## src/rtl/ap_ctrl_driver.sv

```systemverilog
// ap_ctrl_driver: issues ap_start runs (max 4 outstanding), times start-to-done latency; results 1 cycle after done.
// Backpressure via sink_ready -> ap_continue; optional watchdog under AP_CTRL_DRV_WATCHDOG_EN.
module ap_ctrl_driver (
  input  logic        ap_clk,
  input  logic        ap_rst_n,
  input  logic        cmd_start,
  input  logic [15:0] cmd_num_txn,
  output logic        cmd_busy,
  output logic        dut_ap_start,
  input  logic        dut_ap_ready,
  input  logic        dut_ap_done,
  output logic        dut_ap_continue,
  input  logic        sink_ready,
  input  logic [15:0] wd_limit,
  output logic        lat_valid,
  output logic [31:0] lat_cycles,
  output logic [31:0] ii_cycles,
  output logic [15:0] txn_idx,
  output logic        all_done,
  output logic        err_protocol,
  output logic        err_timeout
);

  typedef enum logic [1:0] {IDLE, RUN, DRAIN} state_t;

  state_t      state, state_nxt;
  logic [15:0] n_txn, issued, completed;
  logic [31:0] cycle_ctr, prev_ts;
  logic [31:0] fifo_ts [4];
  logic [31:0] fifo_ii [4];
  logic [1:0]  wr_ptr, rd_ptr;
  logic [2:0]  count;
  logic        accept, start_hs, done_hs, pop, wd_expire, all_done_nxt;

  assign accept          = (state == IDLE) && cmd_start;
  assign cmd_busy        = (state != IDLE);
  // gated so the port reads 0 while reset is held
  assign dut_ap_continue = sink_ready & ap_rst_n;
  assign dut_ap_start    = (state == RUN) && !count[2] && !wd_expire;
  assign start_hs        = dut_ap_start & dut_ap_ready;
  assign done_hs         = dut_ap_done & dut_ap_continue;
  assign pop             = done_hs && (count != 3'd0);

`ifdef AP_CTRL_DRV_WATCHDOG_EN
  logic [15:0] wd_ctr;

  always_ff @(posedge ap_clk or negedge ap_rst_n) begin
    if (!ap_rst_n) begin
      wd_ctr <= 16'd0;
    end else if (!cmd_busy || start_hs || done_hs || wd_expire) begin
      wd_ctr <= 16'd0;
    end else begin
      wd_ctr <= wd_ctr + 16'd1;
    end
  end

  assign wd_expire = cmd_busy && (wd_limit != 16'd0) && (wd_ctr == wd_limit);
`else
  logic wd_limit_unused;
  assign wd_limit_unused = ^wd_limit;
  assign wd_expire       = 1'b0;
`endif

  always_comb begin
    state_nxt    = state;
    all_done_nxt = 1'b0;
    case (state)
      IDLE: begin
        if (cmd_start) begin
          if (cmd_num_txn != 16'd0) state_nxt = RUN;
          else                      all_done_nxt = 1'b1;
        end
      end
      RUN: begin
        if (start_hs && (issued + 16'd1 == n_txn)) state_nxt = DRAIN;
      end
      DRAIN: begin
        if (pop && (completed + 16'd1 == n_txn)) begin
          state_nxt    = IDLE;
          all_done_nxt = 1'b1;
        end
      end
      default: state_nxt = IDLE;
    endcase
    if (wd_expire) begin
      state_nxt    = IDLE;
      all_done_nxt = 1'b0;
    end
  end

  always_ff @(posedge ap_clk or negedge ap_rst_n) begin
    if (!ap_rst_n) begin
      state        <= IDLE;
      n_txn        <= 16'd0;
      issued       <= 16'd0;
      completed    <= 16'd0;
      cycle_ctr    <= 32'd0;
      prev_ts      <= 32'd0;
      wr_ptr       <= 2'd0;
      rd_ptr       <= 2'd0;
      count        <= 3'd0;
      lat_valid    <= 1'b0;
      lat_cycles   <= 32'd0;
      ii_cycles    <= 32'd0;
      txn_idx      <= 16'd0;
      all_done     <= 1'b0;
      err_protocol <= 1'b0;
      err_timeout  <= 1'b0;
      for (int i = 0; i < 4; i++) begin
        fifo_ts[i] <= 32'd0;
        fifo_ii[i] <= 32'd0;
      end
    end else begin
      state     <= state_nxt;
      all_done  <= all_done_nxt;
      cycle_ctr <= cycle_ctr + 32'd1;
      lat_valid <= pop;
      if (accept) begin
        n_txn        <= cmd_num_txn;
        issued       <= 16'd0;
        completed    <= 16'd0;
        err_protocol <= 1'b0;
        err_timeout  <= 1'b0;
      end
      if (start_hs) begin
        fifo_ts[wr_ptr] <= cycle_ctr;
        fifo_ii[wr_ptr] <= (issued == 16'd0) ? 32'd0 : cycle_ctr - prev_ts;
        prev_ts         <= cycle_ctr;
        wr_ptr          <= wr_ptr + 2'd1;
        issued          <= issued + 16'd1;
      end
      if (pop) begin
        lat_cycles <= cycle_ctr - fifo_ts[rd_ptr];
        ii_cycles  <= fifo_ii[rd_ptr];
        txn_idx    <= completed;
        completed  <= completed + 16'd1;
        rd_ptr     <= rd_ptr + 2'd1;
      end
      if (done_hs && (count == 3'd0)) err_protocol <= 1'b1;
      count <= count + {2'b00, start_hs} - {2'b00, pop};
      // a timed-out run leaves nothing outstanding behind
      if (wd_expire) begin
        err_timeout <= 1'b1;
        count       <= 3'd0;
        wr_ptr      <= 2'd0;
        rd_ptr      <= 2'd0;
      end
    end
  end

endmodule

```

## config.mk

```make
export PLATFORM = sky130hd
export DESIGN_NAME = ap_ctrl_driver
export DESIGN_NICKNAME = d
export VERILOG_FILES = /design/src/rtl/ap_ctrl_driver.sv
export SDC_FILE = /design/constraint.sdc
export NUM_CORES = 1
export LEC_CHECK = 0
export BUFFER_PORTS_ARGS = -buffer_cell sky130_fd_sc_hd__buf_2
export CAP_MARGIN = 20
export CORE_MARGIN = 3
export CORE_UTILIZATION = 62
export CTS_CLUSTER_DIAMETER = 200
export DETAILED_ROUTE_END_ITERATION = 12
export MAX_ROUTING_LAYER = met4
export PLACE_DENSITY = 0.79
export RECOVER_POWER = 25
export SYNTH_ARGS = -nofsm -noshare
export SYNTH_HDL_FRONTEND = slang
export SYNTH_SLANG_ARGS = --single-unit
```

## constraint.sdc

```tcl
create_clock -name ap_clk -period 6 [get_ports ap_clk]
set_clock_uncertainty 0.2 [all_clocks]
set_input_delay 0.6 -clock ap_clk [delete_from_list [all_inputs] [get_ports ap_clk]]
set_output_delay 0.6 -clock ap_clk [all_outputs]
set_load 0.005 [all_outputs]
```

==> flow_summary.toml <==
[yosys]
synth.distinct_cells = 76
synth_top_area_frac = 0.485
avgSynthCellArea_um2 = 10.4
yosysWarnings = 0
synth_cells = 2293
synth_area_leaders = "dfrtp_1, nand2_1, mux2_2, mux4_2, ha_1"
synth_flop_cell = "dfrtp_1"
synth_edf_count = 0
synth_top_area_cell = "dfrtp_1"
yosysSeqAreaShare = 0.485
syn_nets = 2406
synth_common_cells = "dfrtp_1, nand2_1, o21ai_0"
syn-cell-area_um2 = 23700
async_reset_ff_frac = 1.00
synth_seq_cells = 460
synthMostInstantiatedCell = "dfrtp_1"

[power_and_ir_drop]
p_comb_frac = 0.012
intPower_uw = 5010
swShare = 0.206
peakVddDrop_v = 0.000214
pwr-share-clk = 0.496
seqPwrFrac = 0.492
p_per_area_nw_per_um2 = 240
p_leak_uw = 0.0127
p_sw_uw = 1300

[clock_network]
cts_resized = 0
ctsRootBufferMaster = "clkbuf_16"
cts_tree = "built"
clk_latency_ns = 0.58
clk_pin_slew_ns = 0.06
htree_num_levels = 2
cts_buffer_depth = 3
cts_setup_buffers = 0
clock_sinks = 460
cts_buffers = 49

[route]
wl_mm = 56.0
drc = 0
drtAntennaViolNets = 0
num_vias = 17600
firstDrtPassIters = 5
via_per_inst = 6.10
wl_per_cell_um = 19.4
first_iter_violations = 1267

[global_route]
grt_pass1_wl_mm = 92.9
grt_overflow_total = 0
grt_max_degree = 85
gr-usage-all-layers = 0.288
antenna_found_initial = 0
grt_pass1_vias = 17900

[cells_and_area]
n_antenna_cell = 0
num-fill-cells = 2789
drive_gt1_frac = 0.169
fin_util = 0.697
area_growth_syn_to_layout_pct = 10.6
nNetsFinal = 2452

[hold_path]
hp-start = "cmd_num_txn[3]"
hold_class = "input pin to flop"

[sta]
fin_crit_sh = 0.742
fin_hold_ws_ns = 0.0289
relSlewSlack = -0.828
max_clock_freq_ghz = 0.225
rsz0062_at_grt = "false"
setup_violations = 0
worstMarginPinSlew_ns = 2.74
totalNegativeSetupSlack_ns = 0
period_minus_slack_ns = 4.45
finalHoldViolCount = 0
timing_max_transition_violations_final = 53

[critical_path]
critPathCaptureType = "flop"
rrSetupSlack_ns = 1.55
crit_start = "rd_ptr[0]"
reg2reg_from = "rd_ptr[0]"
cp_slowest_cell = "a2111oi_2"
path_cells = "buf_4, mux4_2, inv_1, ha_1, nand3_1, nor3_1, o21ai_1, a2111oi_2, o2111ai_1, a2111oi_0, nand3b_1"
cp.arrival_ns = 4.77
crit_fanout = 30
cp-start-kind = "flop"
cp.required_ns = 6.32
crit_type = "flop to flop"
critPathMaxStageDelay_ns = 0.63

[floorplan]
die_w_um = 202
rows = 71
num_io_pins = 125
core_um2 = 37700
die_area_um2 = 40700
initial_core_util = 0.630
die_y_um = 202

[job]
cap_viol_max_count = 1

[placement]
hpwl_mm = 36.6
gp_congestion = 0.932
io_buffers = 107

[run_status]
status = "finished, violations left"
violations = "max-capacitance violations, max-slew violations"
==> worst paths after layout <==
path / endpoint / cells after the start
setup / recovery: lat_cycles[30] / 11
hold / removal: n_txn[3] / 3
setup reg to reg: lat_cycles[30] / 11
hold reg to reg: ii_cycles[19] / 2
max in group asynchronous: rd_ptr[1] / 4
min in group asynchronous: lat_valid / 2
==> cells in the final DEF (no fill, tap or decap), drive strengths merged, types with 9 or more instances in the layout <==
| cell type | count |
|---|---|
| dfrtp | 460 |
| nand2 | 444 |
| o21ai | 185 |
| mux2 | 142 |
| clkbuf | 107 |
| inv | 89 |
| buf | 88 |
| nor2 | 87 |
| xnor2 | 86 |
| ha | 72 |
| o31ai | 69 |
| mux4 | 64 |
| a21oi | 58 |
| nand3 | 52 |
| xor2 | 35 |
| nor3 | 26 |
| and3 | 26 |
| nor4 | 24 |
| a21o | 24 |
| o21a | 20 |
| nand4 | 16 |
| a221o | 13 |
| clkinv | 12 |
| nand2b | 11 |
| and2 | 11 |
| or3 | 10 |
| a31oi | 10 |
| a211oi | 10 |
| a22o | 9 |
| or2 | 9 |
==> power groups by stage <==
| stage | logic [uW] | clock network, uW | registers (uW) |
|---|---|---|---|
| 2_1_floorplan | 1.80 | 0 | 3160 |
| 3_3_place_gp | 74.4 | 0 | 3160 |
| 3_5_place_dp | 77.1 | 0 | 3160 |
| 4_1_cts | 78.2 | 3180 | 3100 |
| 5_1_grt | 86.4 | 3320 | 3100 |
| 6_report | 73.2 | 3130 | 3100 |
==> per-layer routing <==
| layer | global-route usage | vias to the layer above | routed length [um] |
|---|---|---|---|
| li1 | - | 8193 | - |
| met1 | 0.384 | 8771 | 24100 |
| met2 | 0.466 | 545 | 27200 |
| met3 | 0.0451 | 113 | 3260 |
| met4 | 0.0817 | 0 | 1450 |
| met5 | - | - | 0 |
==> stage by stage <==
step / power [uW] / area [um2] / setup slack [ns] / std cells
2_1_floorplan: 3160 / 23700 / 1.69 / 2293
3_3_place_gp: 3230 / 24600 / 1.69 / 2796
3_5_place_dp: 3240 / 24600 / 1.63 / 2796
4_1_cts: 6360 / 26300 / 1.58 / 2885
5_1_grt: 6500 / 26300 / 0.943 / 2887
6_report: 6300 / 26300 / 1.55 / 2887
==> cell type report <==
cell class                 instances  area [um2]  share of cell area
clock buffer                      69        1410              0.0538
clock inverter                    19         256             0.00977
inverter                          88         330              0.0126
multi-input combinational       1612       11400               0.435
sequential                       460       11500               0.439
tap                              511         639              0.0243
timing repair buffer             128         672              0.0256
==> kinds of logic after synthesis <==
family | Yosys count | synth area share
xor+xnor | 121 | 0.0447
flops | 460 | 0.485
compound gates | 456 | 0.125
buf+inv | 221 | 0.0352
other cells | 1 | 0.000158
simple gates | 751 | 0.140
fa+ha+maj | 75 | 0.0405
mux | 208 | 0.129
==> timing repair <==
item,CTS,global route
hold endpoints to repair,62,0
endpoints found under the setup margin,0,0
hold buffers,1,0
==> state kept, by name, summed over array words and instances, names as in the netlist <==
name          flops
fifo_ii         128
fifo_ts         128
cycle_ctr        32
ii_cycles        32
lat_cycles       32
prev_ts          32
completed        16
issued           16
n_txn            16
txn_idx          16
count             3
rd_ptr            2
state             2
wr_ptr            2
all_done          1
err_protocol      1
lat_valid         1
==> critical path: cells and delay by family, from the launching register on <==
family / cells / cell delay [ns]
DFF: 1 / 0.52
and+or+nand+nor: 3 / 0.63
buffers and inverters: 2 / 0.61
AOI/OAI and AO/OA: 4 / 1.53
adders and majority gates: 1 / 0.23
muxes: 1 / 0.61
Note: power is estimated with default switching activity, not from simulation.
